### src/rtl/ft2232h_rx.sv
`default_nettype none
// ============================================================================
// Module      : ft2232h_rx
// Description : Receive half of the FT2232H 245-style synchronous FIFO link.
//               Drains the chip RX buffer with the OE#/RD# handshake and lands
//               bytes in an internal first-word-fall-through FIFO, presented
//               on a valid/ready stream.
// Revision    : 1.0 - initial release
// ============================================================================
module ft2232h_rx #(
  parameter int DEPTH  = 16,
  parameter int ADDR_W = $clog2(DEPTH)
) (
  input  logic              clk,
  input  logic              reset_n,
  input  logic              enable,
  input  logic              rxf_n,
  input  logic [7:0]        data_in,
  output logic              oe_n,
  output logic              rd_n,
  output logic [7:0]        m_data,
  output logic              m_valid,
  input  logic              m_ready,
  output logic [ADDR_W:0]   level,
  output logic              overflow
);

  localparam logic [ADDR_W:0] DEPTH_L = (ADDR_W + 1)'(DEPTH);

  typedef enum logic [1:0] {
    ST_IDLE = 2'd0,
    ST_OE   = 2'd1,
    ST_READ = 2'd2
  } state_t;

  state_t state;
  state_t state_nxt;

  logic [7:0]        mem [DEPTH];
  logic [ADDR_W-1:0] wr_ptr;
  logic [ADDR_W-1:0] rd_ptr;

  logic              cap;
  logic              pop;
  logic              push;
  logic              full;
  logic [ADDR_W:0]   free;
  logic [ADDR_W+1:0] level_plus_cap;
  logic              no_room;

  // A byte is taken from the bus whenever the registered strobe is low and
  // the chip still reports data; this includes the single trailing capture
  // on the edge that acts on a stop decision.
  assign cap     = ~rd_n & ~rxf_n;
  assign pop     = m_valid & m_ready;
  assign full    = (level == DEPTH_L);
  assign push    = cap & (~full | pop);
  assign free    = DEPTH_L - level;
  assign m_valid = (level != '0);
  assign m_data  = mem[rd_ptr];

  // Stop reading once this edge's capture would leave no slot for the
  // capture that the still-low registered strobe allows on the next edge.
  // Pops are deliberately ignored so the decision never depends on the
  // consumer.
  assign level_plus_cap = {1'b0, level} + {{(ADDR_W + 1){1'b0}}, cap};
  assign no_room        = (level_plus_cap >= {1'b0, DEPTH_L});

  // Next-state logic for the read handshake.
  always_comb begin
    state_nxt = state;
    case (state)
      ST_IDLE: begin
        if (enable && !rxf_n && (free >= (ADDR_W + 1)'(2))) begin
          state_nxt = ST_OE;
        end
      end
      ST_OE: begin
        state_nxt = ST_READ;
      end
      ST_READ: begin
        if (rxf_n || !enable || no_room) begin
          state_nxt = ST_IDLE;
        end
      end
      default: begin
        state_nxt = ST_IDLE;
      end
    endcase
  end

  // State register; OE#/RD# are flops decoded from the next state so they
  // change on the same edge as the state and release on async reset.
  always_ff @(posedge clk or negedge reset_n) begin
    if (!reset_n) begin
      state <= ST_IDLE;
      oe_n  <= 1'b1;
      rd_n  <= 1'b1;
    end else begin
      state <= state_nxt;
      oe_n  <= (state_nxt == ST_IDLE);
      rd_n  <= (state_nxt != ST_READ);
    end
  end

  // FIFO storage; contents need no reset because level gates visibility.
  always_ff @(posedge clk) begin
    if (push) begin
      mem[wr_ptr] <= data_in;
    end
  end

  // FIFO pointers, occupancy and the sticky overflow flag.
  always_ff @(posedge clk or negedge reset_n) begin
    if (!reset_n) begin
      wr_ptr   <= '0;
      rd_ptr   <= '0;
      level    <= '0;
      overflow <= 1'b0;
    end else begin
      if (push) begin
        wr_ptr <= wr_ptr + ADDR_W'(1);
      end
      if (pop) begin
        rd_ptr <= rd_ptr + ADDR_W'(1);
      end
      case ({push, pop})
        2'b10:   level <= level + (ADDR_W + 1)'(1);
        2'b01:   level <= level - (ADDR_W + 1)'(1);
        default: level <= level;
      endcase
      if (cap && full && !pop) begin
        overflow <= 1'b1;
      end
    end
  end

endmodule
`default_nettype wire

### config.mk
export PLATFORM = sky130hd
export DESIGN_NAME = ft2232h_rx
export DESIGN_NICKNAME = d
export VERILOG_FILES = /design/src/rtl/ft2232h_rx.sv
export SDC_FILE = /design/constraint.sdc
export NUM_CORES = 1
export LEC_CHECK = 0
export ABC_AREA = 1
export CORE_MARGIN = 3
export CORE_UTILIZATION = 60
export CTS_CLUSTER_SIZE = 16
export DETAILED_ROUTE_END_ITERATION = 10
export PLACE_DENSITY = 0.78
export SYNTH_ARGS = -nofsm -noshare
export SYNTH_HDL_FRONTEND = slang
export SYNTH_SLANG_ARGS = --single-unit
### constraint.sdc
create_clock -name clk -period 5.7 [get_ports clk]
set_clock_uncertainty 0.15 [all_clocks]
set_input_delay 0.57 -clock clk [delete_from_list [all_inputs] [get_ports clk]]
set_output_delay 0.57 -clock clk [all_outputs]
set_load 0.03 [all_outputs]
Yosys cells after proc, flatten, opt, wreduce, memory -nomap -nowiden
Memory sizes are Yosys's and may differ from the RTL's.
Index checks and enable logic that the tools add are counted.
W data, S select, Z words.
- flip-flop bits (word level): 18
- memories: 1
- output and inout port bits: 17
- bits in writable memories: 128
- bits of input ports: 13
- memory list (memory ; depth ; width ; read ports ; clocked after Yosys merged registers in ; write ports ; line ; text):
    mem ; 16 ; 8 ; 1 ; 0 ; 1 ; 39 ; logic [7:0] mem [DEPTH];
- order comparisons: 2
- reductions and logical operators: 13
- eq/ne operators: 6
- bitwise logic cells: 7
- muxes and demuxes: 6
- add/subtract/negate cells: 6
- operators by type and width (operator ; count):
    $pmux W5 S2 ; 1
    $add A4 B1 Y4 const B ; 2
    $add A5 B1 Y6 ; 1
    $ge A6 B5 Y1 const B ; 1
    $pmux W2 S3 ; 1
    $add A5 B1 Y5 const B ; 1
    $eq A5 B5 Y1 const B ; 1
    $ge A5 B2 Y1 const B ; 1
    $reduce_bool A5 Y1 ; 1
    $sub A5 B1 Y5 const B ; 1
    $sub A5 B5 Y5 const A ; 1
    $eq A2 B1 Y1 const B ; 2
    $eq A2 B2 Y1 const B ; 2
    $logic_and A1 B1 Y1 ; 4
    $logic_not A2 Y1 ; 2
    $mux W2 ; 2
    $and A1 B1 Y1 ; 3
    $logic_not A1 Y1 ; 3
    $not A1 Y1 ; 3
    $logic_or A1 B1 Y1 ; 2
    $mux W1 ; 2
    $ne A2 B2 Y1 const B ; 1
    $reduce_bool A2 Y1 ; 1
    $or A1 B1 Y1 ; 1

Depth between registers and ports, before layout
- depth after elaboration: 8
- mapped depth: 18
- gate-level depth less buffers: 18

Worst setup path after synthesis
OpenSTA, ideal clock, no wires.
- kind: register -> register
- from: register level[0]
- to: register level[4]
- slack: 2.558 ns
- stages on the path, launching flop included: 17
- arrival time: 2.875 ns
- setup time: 0.117 ns
- data required time: 5.433 ns
- cells stage by stage: dfrtp_1 > inv_1 > ha_1 > inv_1 > nor3_1 > ha_1 > inv_1 > nand2_2 > nand2_1 > nand2_1 > ha_1 > ha_1 > or2_2 > nand3_1 > nand2_1 > nand2_1 > nand2_1
- word-level cells in the longest chain between the ends: 6
- RTL lines (item ; line ; text):
    start: declaration ; 24 ; output logic [ADDR_W:0] level,
    start signal: assignment ; 128 ; 2'b10: level <= level + (ADDR_W + 1)'(1);
    start signal: assignment ; 129 ; 2'b01: level <= level - (ADDR_W + 1)'(1);
    start signal: assignment ; 130 ; default: level <= level;
    $reduce_bool A5 Y1 (*) ; 59 ; assign m_valid = (level != '0);
    via m_valid ; 22 ; output logic m_valid,
    $and A1 B1 Y1 (*) ; 55 ; assign pop = m_valid & m_ready;
    $or A1 B1 Y1 ; 57 ; assign push = cap & (~full | pop);
    $and A1 B1 Y1 ; 57 ;
    $eq A2 B1 Y1 / $eq A2 B2 Y1 (equally long branches) ; 127 ; case ({push, pop})
    $pmux W5 S2 / $reduce_bool A2 Y1 (equally long branches) ; n/a ;
The timed path passes the listed nets; every way through them passes the cells marked *.
A chain may end at the register's enable or synchronous reset.

Worst setup path in the final report
- from: register rd_ptr[2]
- to: output m_data[5]
- word-level cells in the longest chain between the ends: 1
- RTL lines (item ; line ; text):
    start: declaration ; 41 ; logic [ADDR_W-1:0] rd_ptr;
    start signal: assignment ; 125 ; rd_ptr <= rd_ptr + ADDR_W'(1);
    $mem_v2 Z16 W8 ; n/a ;
    end: declaration ; 21 ; output logic [7:0] m_data,
Every way passes these cells.

==> results.py <==
metrics = {
    "run_status": {
        "status": "finished, final reports clean",
    },
    "cells_and_area": {
        "fin_nets": 716,
        "fin_util": 0.715,
        "mostFrequentLayoutCell": "nand2_1",
        "antenna_cells": 0,
        "final_cell_mix": "nand2_1, edfxtp_1, inv_1",
        "drive_above_1_share": 0.0585,
        "area_growth_pct": 13.8,
    },
    "place": {
        "io_buffer_count": 29,
        "hpwl_mm": 8.75,
        "gp_congestion": 0.830,
    },
    "die": {
        "io_pins": 30,
        "core_mm2": 0.0106,
        "rows": 37,
        "fp.dieH_um": 111,
        "chipWidth_um": 111,
        "start_util": 0.628,
        "fp.dieArea_mm2": 0.0123,
    },
    "logic_synthesis": {
        "ys_ff_latch": 146,
        "syn-cell-area_mm2": 0.00663,
        "syn_nets": 691,
        "syn_avg_cell_area_um2": 9.99,
        "synth_top_cell_area_share": 0.580,
        "yosys_warnings": 0,
        "synthTopCellsByArea": "edfxtp_1, nand2_1, nand3_1",
        "seq_area_frac_synth": 0.648,
        "synth_largest_area_cell": "edfxtp_1",
        "ys_types": 27,
        "syn_inst": 664,
    },
    "clock_network": {
        "htreeDepth": 4,
        "cts_setup_buffers": 0,
        "cts_tree": "done",
        "path_clk_slew_ps": 60,
        "clkSinkCount": 146,
        "clk_latency_ps": 530,
        "cts_root_buffer": "clkbuf_8",
        "hold_buffers": 0,
        "cts.path.max_buffers": 2,
        "cts_buffers": 17,
        "cts.repair.resized": 0,
    },
    "sta": {
        "period_share": 0.682,
        "finalMaxSlewViolations": 0,
        "worst-slew-pin-transition_ps": 1140,
        "slew-limit-headroom": 0.240,
        "max_freq_ghz": 0.257,
        "finalSetupViolCount": 0,
        "hold_viol_final": 0,
        "setup_tns_ps": 0,
        "rsz0062_at_grt": "no",
        "period_needed_ps": 3890,
    },
    "detailed_routing": {
        "drt_iter0_markers": 684,
        "vias": 4626,
        "avgRoutedWirePerCell_um": 17.9,
        "remaining_drc_errors": 0,
        "drt_first_pass_iters": 7,
        "dr_wl_met2_mm": 7.71,
        "drt-met1-wl_mm": 5.81,
        "route.final.wire_length_mm": 15.0,
        "detail_route.vias_per_cell": 5.53,
        "ant_nets": 0,
        "met3_length_mm": 1.19,
        "dr.max_layer_used": "met4",
    },
    "pwr": {
        "power.share.sequential": 0.348,
        "powerDensity_mw_per_mm2": 525,
        "power_frac_clock": 0.278,
        "vdd.ir_drop.worst_uv": 259,
        "comb_power_share": 0.375,
        "swShare": 0.378,
        "p_sw_uw": 1500,
        "p_int_uw": 2470,
        "p_leak_uw": 0.00332,
    },
    "grt": {
        "globalRouteOverflowTotal": 0,
        "grt_start_max_net_pins": 67,
        "grt_antenna_before_repair": 0,
        "grt_pass1_vias": 4487,
        "grt_pass1_wl_mm": 23.8,
        "grt_usage": 0.255,
    },
    "run": {
        "drv_cap": 0,
    },
    "critical_path": {
        "crit_path_max_incr_delay_ps": 780,
        "cpLargestDelayFamily": "buffers and inverters",
        "critPathRequiredTime_ps": 4980,
        "cp_num_buf_inv": 2,
        "cp_cell_sequence": "clkinv_1, nand3_1, nand3_1, nand2_1, clkdlybuf4s50_1",
        "criticalPathCategory": "reg -> out",
        "slowest_stage": "dfrtp_1",
        "cp.arrival_ps": 3170,
        "critPathLaunchType": "flip-flop",
        "critPathMostFrequentCell": "nand3_1",
        "worstPathMaxFanout": 18,
        "end_kind": "output pin",
    },
    "worst_hold_path": {
        "hp-class": "reg -> reg",
    },
}
cells by family (layout without fill, tap and decap cells):
| logic type | Yosys count | count (layout) | synth area share |
|---|---|---|---|
| buffers and inverters | 146 | 183 | 0.0909 |
| AOI/OAI and AO/OA | 8 | 8 | 0.00679 |
| DFF | 146 | 146 | 0.648 |
| xor gates and xnor gates | 8 | 8 | 0.0106 |
| and+or+nand+nor | 342 | 342 | 0.216 |
| adders and majority gates | 14 | 14 | 0.0275 |
metal layers:
layer | vias to the layer above | track usage
met4 | 0 | 0.0876
met5 | - | 0
met1 | 2194 | 0.333
met3 | 34 | 0.0502
li1 | 2169 | -
met2 | 229 | 0.430
per-stage QoR:
| step | std cells | hold slack [ps] | cell area, um^2 | setup slack (ps) | total power (uW) |
|---|---|---|---|---|---|
| floorplan | 664 | 124 | 6630 | 2560 | 2420 |
| global placement | 806 | 303 | 6960 | 2540 | 2800 |
| detailed placement | 806 | 326 | 6960 | 2450 | 2850 |
| CTS | 837 | 340 | 7550 | 1830 | 3960 |
| global route | 837 | 360 | 7550 | 1620 | 4180 |
| finish | 837 | 332 | 7550 | 1810 | 3960 |
cell type report:
type | instances | area [um^2]
Inverter | 121 | 454
Fill cell | 694 | 3010
Tap cell | 136 | 170
Multi-Input combinational cell | 372 | 1730
Clock inverter | 12 | 165
Sequential cell | 146 | 4300
Clock buffer | 19 | 422
Timing Repair Buffer | 31 | 305
power groups by stage:
stage          clock network, uW  logic (uW)  registers (uW)
3_5_place_dp                   0        1460            1390
2_1_floorplan                  0        1030            1400
6_report                    1100        1480            1380
5_1_grt                     1160        1630            1390
3_3_place_gp                   0        1410            1380
4_1_cts                     1110        1480            1370
flip-flops by register name (all words and copies together) (netlist names):
name	flops
oe_n	1
rd_n	1
wr_ptr	4
mem	128
overflow	1
state	2
rd_ptr	4
level	5
Yosys cell counts:
master    count
nand2b_1      1
buf_2        14
o21ai_0       5
ha_1         13
buf_4         6
or2_2         2
nand3_1     104
a31o_2        1
nand4_1       1
clkinv_1      1
a21oi_1       1
inv_1       117
fa_1          1
xnor2_1       2
nand2_1     205
nand3b_1      1
nand2_2       2
xor2_1        6
nor3_1        1
o22ai_1       1
nor2_1       25
clkbuf_1      3
buf_6         2
dfrtp_1      16
dfstp_2       2
edfxtp_1    128
inv_2         3
worst paths after layout:
kind | from | end | slack, ps | cells past startpoint
max in group asynchronous | reset_n | rd_ptr[0]$_DFFE_PN0N_ | 4450 | 1
min in group asynchronous | reset_n | overflow$_DFFE_PN0P_ | 370 | 1
worst max-delay path | rd_ptr[2]$_DFFE_PN0N_ | m_data[5] | 1810 | 5
worst min register to register | overflow$_DFFE_PN0P_ | overflow$_DFFE_PN0P_ | 330 | 1
worst max register to register | level[0]$_DFFE_PN0P_ | mem[10][0]$_DFFE_PP_ | 2490 | 12
worst min-delay path | overflow$_DFFE_PN0P_ | overflow$_DFFE_PN0P_ | 330 | 1
No activity file was read; power rests on OpenSTA's default activity.
